File: config.mk
export PLATFORM = sky130hd
export DESIGN_NAME = if_pc_sequencer
export DESIGN_NICKNAME = d
export VERILOG_FILES = /design/src/rtl/if_pkg.sv /design/src/rtl/if_pc_adder.sv /design/src/rtl/if_pc_sequencer.sv
export SDC_FILE = /design/constraint.sdc
export NUM_CORES = 1
export LEC_CHECK = 0
export ABC_AREA = 1
export BUFFER_PORTS_ARGS = -buffer_cell sky130_fd_sc_hd__buf_2
export CAP_MARGIN = 10
export CORE_UTILIZATION = 29
export CTS_CLUSTER_DIAMETER = 100
export CTS_CLUSTER_SIZE = 12
export DETAILED_ROUTE_END_ITERATION = 8
export PLACE_DENSITY_LB_ADDON = 0.1
export RECOVER_POWER = 50
export SLEW_MARGIN = 15
export SYNTH_ARGS = -nofsm -noshare
export SYNTH_HDL_FRONTEND = slang
export SYNTH_SLANG_ARGS = --single-unit
File: constraint.sdc
create_clock -name clk -period 1.54 [get_ports clk]
set_clock_uncertainty 0.05 [all_clocks]
set_input_delay 0.231 -clock clk [delete_from_list [all_inputs] [get_ports clk]]
set_output_delay 0.231 -clock clk [all_outputs]
set_load 0.05 [all_outputs]
File: src/rtl/if_pkg.sv
// ---------------------------------------------------------------------------
// if_pkg
// Shared definitions for the fetch-stage PC sequencer slice.
//   state_t     : sequencer FSM states (RUN, BUBBLE)
//   ADDR_W      : fetch address width
//   REDIR_CNT_W : width of the accepted-redirect counter
//   PC_STEP     : sequential fetch increment (one 32-bit instruction)
// ---------------------------------------------------------------------------
package if_pkg;

  localparam int ADDR_W      = 32;
  localparam int REDIR_CNT_W = 16;

  localparam logic [ADDR_W-1:0] PC_STEP = 32'd4;

  typedef enum logic {
    RUN    = 1'b0,
    BUBBLE = 1'b1
  } state_t;

endpackage

File: src/rtl/if_pc_adder.sv
// ---------------------------------------------------------------------------
// if_pc_adder
// Sequential-fetch incrementer: pcPlus = pcIn + PC_STEP, wrapping mod 2^32.
// Ports:
//   pcIn   in  ADDR_W  current fetch address
//   pcPlus out ADDR_W  next sequential fetch address
// ---------------------------------------------------------------------------
module if_pc_adder
  import if_pkg::*;
(
  input  logic [ADDR_W-1:0] pcIn,
  output logic [ADDR_W-1:0] pcPlus
);

  // Plain modular add; carry out of bit 31 is discarded so 0xFFFF_FFFC
  // rolls over to 0.
  assign pcPlus = pcIn + PC_STEP;

endmodule

File: src/rtl/if_pc_sequencer.sv
// ---------------------------------------------------------------------------
// if_pc_sequencer
// Fetch-stage program-counter sequencer. Holds the fetch PC, steps it by 4,
// honours hazard stalls and takes EX-stage branch redirects with a
// configurable bubble (FLUSH_CYCLES) during which IF/ID is squashed.
//
// Parameters:
//   RESET_PC      fetch address after reset
//   FLUSH_CYCLES  redirect penalty in cycles (1..15)
//
// Ports:
//   clk            in   1   rising-edge clock
//   rst_n          in   1   asynchronous active-low reset
//   stall          in   1   hazard-unit PC hold (ignored in BUBBLE)
//   branchTaken    in   1   EX-stage branch resolved taken
//   branchTarget   in   32  redirect target from the EX branch adder
//   pc             out  32  registered instruction-memory fetch address
//   PostPc         out  32  pc + 4 (combinational) to IF/ID
//   fetchValid     out  1   instruction at pc is architecturally valid
//   flushIFID      out  1   squash IF/ID contents this cycle
//   redirectCount  out  16  accepted-redirect counter (wraps)
//   misaligned     out  1   misaligned-target pulse
//
// Build option:
//   PC_ALIGN_CHECK_EN  when defined, misaligned redirect targets are forced
//                      to word alignment and flagged on 'misaligned' for one
//                      cycle; when undefined the target loads unmodified and
//                      'misaligned' is tied low.
// ---------------------------------------------------------------------------
module if_pc_sequencer
  import if_pkg::*;
#(
  parameter logic [ADDR_W-1:0] RESET_PC     = 32'h0000_0000,
  parameter int unsigned       FLUSH_CYCLES = 1
) (
  input  logic                   clk,
  input  logic                   rst_n,
  input  logic                   stall,
  input  logic                   branchTaken,
  input  logic [ADDR_W-1:0]      branchTarget,
  output logic [ADDR_W-1:0]      pc,
  output logic [ADDR_W-1:0]      PostPc,
  output logic                   fetchValid,
  output logic                   flushIFID,
  output logic [REDIR_CNT_W-1:0] redirectCount,
  output logic                   misaligned
);

  // The bubble counter is reloaded with FLUSH_CYCLES-1 so that a value of
  // zero means "this is the last squashed cycle".
  localparam logic [3:0] BUBBLE_RELOAD = 4'(FLUSH_CYCLES - 1);

  state_t                 state, stateNext;
  logic [3:0]             bubbleCnt, bubbleCntNext;
  logic [ADDR_W-1:0]      pcNext;
  logic                   fetchValidNext;
  logic                   flushNext;
  logic [REDIR_CNT_W-1:0] redirectCountNext;
  logic [ADDR_W-1:0]      loadTarget;

  // Sequential incrementer shared by PostPc and the next-pc mux.
  if_pc_adder u_adder (
    .pcIn   (pc),
    .pcPlus (PostPc)
  );

`ifdef PC_ALIGN_CHECK_EN
  logic misalignedNext;

  // Misaligned targets are snapped down to the enclosing word so fetch
  // never issues an unaligned address.
  assign loadTarget = {branchTarget[ADDR_W-1:2], 2'b00};
`else
  assign loadTarget = branchTarget;
  assign misaligned = 1'b0;
`endif

  // Next-state and next-output logic. A taken branch is checked before
  // anything else so it wins over stall and over an in-progress bubble.
  // In RUN, fetchValid==0 only occurs on the first edge after reset; that
  // edge validates RESET_PC instead of stepping past it.
  always_comb begin
    stateNext         = state;
    pcNext            = pc;
    fetchValidNext    = fetchValid;
    flushNext         = flushIFID;
    bubbleCntNext     = bubbleCnt;
    redirectCountNext = redirectCount;
`ifdef PC_ALIGN_CHECK_EN
    misalignedNext    = 1'b0;
`endif

    if (branchTaken) begin
      stateNext         = BUBBLE;
      pcNext            = loadTarget;
      bubbleCntNext     = BUBBLE_RELOAD;
      fetchValidNext    = 1'b0;
      flushNext         = 1'b1;
      redirectCountNext = redirectCount + 16'd1;
`ifdef PC_ALIGN_CHECK_EN
      misalignedNext    = |branchTarget[1:0];
`endif
    end else begin
      case (state)
        RUN: begin
          fetchValidNext = 1'b1;
          flushNext      = 1'b0;
          if (!stall && fetchValid) begin
            pcNext = PostPc;
          end
        end
        BUBBLE: begin
          if (bubbleCnt == 4'd0) begin
            stateNext      = RUN;
            fetchValidNext = 1'b1;
            flushNext      = 1'b0;
          end else begin
            bubbleCntNext  = bubbleCnt - 4'd1;
            fetchValidNext = 1'b0;
            flushNext      = 1'b1;
          end
        end
      endcase
    end
  end

  // State register. Reset is asynchronous so a reset arriving mid-bubble
  // takes effect immediately rather than at the next edge.
  always_ff @(posedge clk or negedge rst_n) begin
    if (!rst_n) begin
      state         <= RUN;
      pc            <= RESET_PC;
      fetchValid    <= 1'b0;
      flushIFID     <= 1'b0;
      bubbleCnt     <= 4'd0;
      redirectCount <= '0;
    end else begin
      state         <= stateNext;
      pc            <= pcNext;
      fetchValid    <= fetchValidNext;
      flushIFID     <= flushNext;
      bubbleCnt     <= bubbleCntNext;
      redirectCount <= redirectCountNext;
    end
  end

`ifdef PC_ALIGN_CHECK_EN
  // Misaligned flag is registered alongside the pc load so it lines up with
  // the corrected address on the fetch bus.
  always_ff @(posedge clk or negedge rst_n) begin
    if (!rst_n) begin
      misaligned <= 1'b0;
    end else begin
      misaligned <= misalignedNext;
    end
  end
`endif

endmodule

* After elaboration in Yosys (flattened, before gate mapping) *
Index checks and enable logic that the tools add are counted.

storage, ports and cells
  bits in registers = 55
  input bits = 36
  output and inout bits = 83
  word-level logic and storage cells = 33

operators by class
  add/subtract/negate cells = 3
  equality and inequality tests = 2
  muxes and demuxes = 14
  bitwise gates (word level) = 1
  reduce and logical (&&, ||, !) cells = 7

operator list
  kind                                                                count
  32-bit 2-to-1 mux                                                   3
  32-bit by 3-bit adder with 32-bit output, second input constant     1
  16-bit by 1-bit adder with 16-bit output, second input constant     1
  4-bit 2-to-1 mux                                                    3
  1-bit 2-to-1 mux                                                    6
  4-bit logical NOT                                                   1
  2-bit != test, second input constant                                2
  1-bit one-hot mux with 2 select lines                               2
  2-bit AND reduction                                                 2
  2-bit nonzero test                                                  2
  4-bit by 1-bit subtractor with 4-bit output, second input constant  1
  1-bit logical AND                                                   1
  1-bit logical NOT                                                   1
  1-bit inverter                                                      1

* Longest topological paths before layout *
Gate-level depths: netlist of run 1.

  depth in word-level cells = 5
  depth in mapped cells = 10
  mapped depth without buffers = 10

* Modules after synthesis *
A second synthesis of run 1 with hierarchy kept.

unflattened totals
  cell total of the unflattened synthesis = 540
  area, all modules = 3756.1 um^2

by module, submodules not included
  module           instances  cells each  area an instance (um^2)  seq. area each (um^2)
  if_pc_sequencer  1          363         2846.5                   1351.3
  if_pc_adder      1          177         909.6                    0.0

* Worst setup path before layout of run 1 *
No wires, ideal clock.

  path kind = reg-to-reg
  from = register pc[2]
  to = register pc[13]
  library setup time = 68 ps
  arrival = 2465 ps
  required time = 1422 ps
  setup slack = -1043 ps
  cell stages (with the launch flop) = 8
  buffers on the path = 0
  clock period less this slack = 2583 ps
  path through = dfrtp_1 > inv_1 > nor2_4 > nand2_4 > nor2_4 > xor2_1 > nand2_1 > nand2_1

on the way
  longest elaborated chain between the ends = 4

RTL lines
  item                                      line                    RTL
  start: declaration                        if_pc_sequencer.sv:41   output logic [ADDR_W-1:0] pc,
  start signal: assignment                  if_pc_sequencer.sv:139  pc <= pcNext;
  32-bit by 3-bit adder with 32-bit output  if_pc_adder.sv:17       assign pcPlus = pcIn + PC_STEP;
  named net PostPc[13]                      if_pc_sequencer.sv:42   output logic [ADDR_W-1:0] PostPc,
  32-bit 2-to-1 mux                         if_pc_sequencer.sv:108  if (!stall && fetchValid) begin
  32-bit 2-to-1 mux                         if_pc_sequencer.sv:104  case (state)
  32-bit 2-to-1 mux                         if_pc_sequencer.sv:93   if (branchTaken) begin

The timed path passes the listed nets, and every way through them passes these cells. The select of a mux whose other input is x is not followed.
A chain may end at the register's enable or synchronous reset.

* Worst setup path after layout of run 1 *
  from = register pc[2]
  to = output PostPc[17]

on the way
  longest elaborated chain between the ends = 1

RTL lines
  item                                      line
  32-bit by 3-bit adder with 32-bit output  if_pc_adder.sv:17
  end: declaration                          if_pc_sequencer.sv:42

Every way passes these cells.

==> results of run 1 <==
[worst min path at each step]
stage                    startpoint           endpoint  slack, ns  depth (start not counted)
CTS                 branchTarget[0]              pc[0]       0.08                          3
detailed placement            rst_n  redirectCount[11]       0.21                          2
global placement              rst_n  redirectCount[11]       0.22                          2
global route        branchTarget[0]              pc[0]       0.08                          3
finish              branchTarget[0]              pc[0]       0.08                          3
floorplan                     rst_n       bubbleCnt[0]      -0.11                          0
[cells by family (layout without fill, tap and decap cells)]
family,count (synthesis),after routing,share of synthesized area
compound gates,37,37,0.0686
xor+xnor,28,28,0.0825
fa+ha+maj,4,4,0.0146
buf+inv,85,271,0.0989
flops,54,54,0.394
other cells,1,1,0.00109
simple gates,273,273,0.340
[routing by layer]
| layer | vias up | track usage | part of all wire |
|---|---|---|---|
| li1 | 1823 | - | - |
| met1 | 1681 | 0.264 | 0.50 |
| met2 | 94 | 0.295 | 0.46 |
| met3 | 8 | 0.0246 | 0.037 |
| met4 | 0 | 0.0356 | 0.011 |
| met5 | - | 0 | 0 |
[flip-flops by register name, summed over array words and instances (netlist names)]
signal and cells:
redirectCount 16, flushIFID 1, bubbleCnt 4, fetchValid 1, pc 32
[power breakdown]
group	switching [uW]	internal [uW]	leakage (uW)	total (uW)
logic	2330	1160	0.00206	3490
clock network	559	655	0.0000770	1210
registers	247	1710	0.000646	1960
[cell usage after synthesis (all sizes together)]
library cell	number	area (um2)
and2	4	25.0
o211ai	5	37.5
nor2	50	258
a31oi	1	6.26
o31ai	1	7.51
o21bai	3	22.5
a22o	7	61.3
buf	11	61.3
nand2	188	718
conb	1	3.75
xnor2	5	43.8
ha	4	50.1
xor2	23	239
nand3	28	145
nand4	3	18.8
a21oi	1	5.00
dfrtp	54	1350
o21ai	19	95.1
inv	74	278
[area by class of cell]
cell class | instances | area (um2) | area share
multi-input combinational | 343 | 2150 | 0.392
clock inverter | 2 | 17.5 | 0.00319
inverter | 74 | 282 | 0.0512
tap | 143 | 179 | 0.0326
clock buffer | 6 | 139 | 0.0253
sequential | 54 | 1380 | 0.251
timing repair buffer | 189 | 1350 | 0.245
[stage by stage]
stage	setup TNS (ns)	setup WS (ns)	hold WS, ns
4_1_cts	-12.39	-0.546	0.0800
6_report	-12.61	-0.553	0.0830
2_1_floorplan	-18.94	-0.507	-0.115
5_1_grt	-18.17	-0.653	0.0817
3_5_place_dp	-6.21	-0.332	0.211
3_3_place_gp	-5.72	-0.323	0.216
[worst max-delay path: cells and delay by family (launching register included)]
family / cells / cell delay, ns
buf+inv: 4 / 0.53
simple gates: 3 / 0.47
flops: 1 / 0.36
xor+xnor: 1 / 0.15
[repair_timing]
action                                  4_1_cts  5_1_grt
hold buffers                                  1        0
pin swaps                                    12       12
gates resized for setup                      86       26
hold endpoints to repair                     54        0
setup buffers                                 5        4
endpoints found under the setup margin       41       57
==> flow_summary.toml, run 1 <==
[timing]
setup_viol = 39
slew_viol_final = 0
layout_setup_ws_ns = -0.553
hold_viol_final = 0
rsz0062_at_grt = "yes"
tightest_slew_ns = 0.795
finalCriticalPeriod_ns = 2.09
max_slew_margin = 0.470
min_period_over_period = 1.36
fmax_mhz = 478

[finish]
fin_cells = 811
finish.net_count = 707
num_antenna_cells = 0
fin_util = 0.479
area_delta_synth_final_pct = 60.4
final_common_cell = "nand2_1"
final_cell_mix = "nand2_1, buf_2, buf_4"
drive_gt1_frac = 0.457
n_fill_cell = 1143
final_area_um2 = 5500

[global_routing]
first_global_vias = 3497
grt_max_degree = 55
grt_usage = 0.183
grt_pass1_wl_um = 18000
overflow = 0
antenna_found_initial = 0

[worst_setup_path]
cp-endpoint = "PostPc[17]"
max_stage_delay_ns = 0.36
worstReg2RegEnd = "pc[19]"
crit_start = "pc[2]"
cp_common_cell = "nor2_4"
cp_max_fo = 5
crit_slowest_cell = "dfrtp_2"
r2r_start = "pc[2]"
cp.required_ns = 1.26
rr_worst_depth = 10
worst_setup_path_start_kind = "register"
crit_chain = "buf_4 -> clkinvlp_4 -> nor2_4 -> nand2_4 -> nor2_4 -> buf_12 -> xor2_4 -> buf_6"
critPathKind = "reg -> out"
crit_path_end_kind = "output pin"
arrival_ns = 1.81
r2r_setup_slack_ns = -0.04

[clock_network]
cts_num_sinks = 54
numCtsBuffers = 5
worstSkewPairLatency_ns = 0.29
clkTransAtPathRegs_ns = 0.07
cts_tree = "done"
root_buffer = "clkbuf_16"
clockBufferDepth = 2
htreeDepth = 2

[drt]
vias_per_cell = 4.45
routed_wl_um = 10900
drc = 0
drtPass1Iterations = 4
routedWlPerCell_um = 13.5
ant_nets = 0
vias = 3606
drtIter0Drc = 176

[synthesis]
yosysWarnings = 0
ys_ff_latch = 54
synth_area_um2 = 3430
ys_types = 28
seq_area_frac_synth = 0.394
synth_cells = 482
synth_area_per_cell_um2 = 7.11
syn-num-nets = 522

[placement]
port_buffers = 117
globalplace.congestion = 0.788
dp_cells = 793
place_area_um2 = 4910
hpwl_um = 8350

[run_status]
violations = "setup timing"
outcome = "finished with violations"

[worst_hold_path]
hp-class = "in -> reg"

[floorplanning]
fp.dieH_um = 111
ios = 119
rows = 39
die-area_um2 = 12300
initial_core_util = 0.299
coreArea_um2 = 11500
die_x_um = 111

[pwr]
finalPower_uw = 6660
p_per_area_nw_per_um2 = 1210
power_leakage_uw = 0.00278
ir_worst_vdd_v = 0.000590

[job]
drv_cap = 0
Note: power is estimated with default switching activity, not from simulation.
==> run 2, diff against run 1 <==
--- a/config.mk
+++ b/config.mk
@@ -5,7 +5,7 @@
 export SDC_FILE = /design/constraint.sdc
 export NUM_CORES = 1
 export LEC_CHECK = 0
-export ABC_AREA = 1
+export ABC_AREA = 0
 export BUFFER_PORTS_ARGS = -buffer_cell sky130_fd_sc_hd__buf_2
 export CAP_MARGIN = 10
 export CORE_UTILIZATION = 29
@@ -17,4 +17,5 @@
 export SLEW_MARGIN = 15
 export SYNTH_ARGS = -nofsm -noshare
 export SYNTH_HDL_FRONTEND = slang
+export SYNTH_HIERARCHICAL = 1
 export SYNTH_SLANG_ARGS = --single-unit
==> flow_summary.toml, run 2 <==
[drt]
drtIter0Drc = 84
routed_wl_um = 8900
vias = 2902
vias_per_cell = 4.58
drc = 0
ant_nets = 0
routedWlPerCell_um = 14.0
drtPass1Iterations = 4

[synthesis]
synth_area_um2 = 3040
synthTopCellsByCount = "dfrtp_1, nand2_1, mux2i_1, o21ai_0, xnor2_1"
seq_area_frac_synth = 0.445
ys_ff_latch = 54
synth-main-ff-cell = "dfrtp_1"
syn-num-nets = 348
synth_area_per_cell_um2 = 9.87
yosysMostFrequentCell = "dfrtp_1"
ys_types = 35
yosysTopAreaCell = "dfrtp_1"
synth_area_leaders = "dfrtp_1, mux2i_1, xnor2_1, nand2_1, o21ai_0"
synth_edf_count = 0
ys_async_sr_fraction = 1.00
yosys.area.top_type_share = 0.445
synth_cells = 308
yosysWarnings = 6

[floorplanning]
fp.dieH_um = 104
die-area_um2 = 10900
initial_core_util = 0.297
rows = 37
coreArea_um2 = 10200
ios = 119
die_x_um = 104

[global_routing]
met1_usage = 0.222
first_global_vias = 2968
grt_usage = 0.169
grt-busiest-layer = "met2"
met3_usage = 0.0313
overflow = 0
grt.met2_usage = 0.289
grt_pass1_wl_um = 14700
antenna_found_initial = 0
grt_max_degree = 55

[clock_network]
clkTransAtPathRegs_ns = 0.11
cts_tree = "done"
cts_num_sinks = 54
clockBufferDepth = 2
numCtsBuffers = 5
root_buffer = "clkbuf_8"
htreeDepth = 2
worstSkewPairLatency_ns = 0.31

[finish]
reg_top3 = "pc (32), redirectCount (16), bubbleCnt (4)"
fin_util = 0.533
num_antenna_cells = 0
n_fill_cell = 927
fin_cells = 634
drive_gt1_frac = 0.604
finish.net_count = 537
final_common_cell = "buf_2"
largest_reg_flops = 32
area_delta_synth_final_pct = 79.5
final_cell_mix = "buf_2, buf_4, buf_6"
top_register = "pc"

[worst_setup_path]
worstReg2RegEnd = "pc[27]"
critPathKind = "reg -> out"
worst_setup_path_start_kind = "register"
rr_worst_depth = 9
cp-endpoint = "PostPc[24]"
crit_path_end_kind = "output pin"
cp_max_fo = 7
r2r_start = "pc[9]"
r2r_setup_slack_ns = -0.36
cp.required_ns = 1.26
crit_start = "pc[9]"
arrival_ns = 1.98

[pwr]
power_leakage_uw = 0.00260
ir_worst_vdd_v = 0.000719
p_per_area_nw_per_um2 = 1560

[job]
drv_cap = 0

[run_status]
violations = "setup timing"
outcome = "finished with violations"

[timing]
fmax_mhz = 442
rsz0062_at_grt = "yes"
hold_viol_final = 0
max_slew_margin = 0.505
min_period_over_period = 1.47
finalCriticalPeriod_ns = 2.26
slew_viol_final = 0
setup_viol = 53
tightest_slew_ns = 0.743
layout_setup_ws_ns = -0.721
fin_hold_ws_ns = 0.139
fin_tns_setup_ns = -21.94

[placement]
globalplace.congestion = 0.762
hpwl_um = 6320
dp_cells = 597
port_buffers = 117

[worst_hold_path]
hp-class = "in -> reg"
-- run 2: report_power, final --
part / switching (uW) / leakage, uW / internal, uW
clock: 478 / 0.0000374 / 322
combinational: 3490 / 0.00192 / 2010
sequential: 374 / 0.000648 / 1830
-- run 2: through the flow --
| stage | total power, uW | instance area, um2 | worst slack [ns] |
|---|---|---|---|
| global placement | 6970 | 4640 | -0.517 |
| finish | 8510 | 5460 | -0.721 |
| CTS | 8420 | 5320 | -0.731 |
| global route | 8980 | 5460 | -0.818 |
| detailed placement | 7000 | 4640 | -0.552 |
| floorplan | 5660 | 3490 | -0.867 |
-- run 2: worst min-delay path by stage --
stage	startpoint	end	cells past startpoint
final	branchTarget[8]	pc[8]	3
after global routing	branchTarget[7]	pc[7]	3
after CTS	branchTarget[8]	pc[8]	3
after detailed placement	rst_n	flushIFID	2
after global placement	rst_n	bubbleCnt[3]	2
after floorplan	rst_n	bubbleCnt[0]	0
-- run 2: cell families after synthesis --
logic type | synth area share
xor gates and xnor gates | 0.127
buffers and inverters | 0.0338
AOI/OAI and AO/OA | 0.0613
adders and majority gates | 0.0165
muxes | 0.109
other | 0.00123
and+or+nand+nor | 0.207
DFF | 0.445
-- run 2: layer usage --
metal	vias up	share of wire
met4	0	0.0060
met1	1399	0.43
met5	-	0
li1	1431	-
met2	68	0.52
met3	4	0.043
-- run 2: critical path: stages (launching register included) --
cell	delay, ns
dfrtp_4	0.44
nand4_4	0.12
nor4_4	0.32
buf_12	0.17
nand4_1	0.20
xnor2_4	0.25
buf_6	0.18
-- run 2: cell type report --
type,instances,area [um2],share of cell area
repair buffers,196,1530,0.281
inverters,6,22.5,0.00413
clock inverters,2,15.0,0.00275
flip-flops and latches,54,1390,0.255
clock buffers,6,72.6,0.0133
well taps,136,170,0.0312
multi-input cells,234,2250,0.412
-- run 2: repair_timing --
item / in CTS / in global routing
endpoints found under the setup margin: 54 / 57
resized for setup: 125 / 24
hold endpoints to repair: 54 / 0
setup buffers: 22 / 14
pin swaps: 37 / 19
hold buffers: 1 / 0
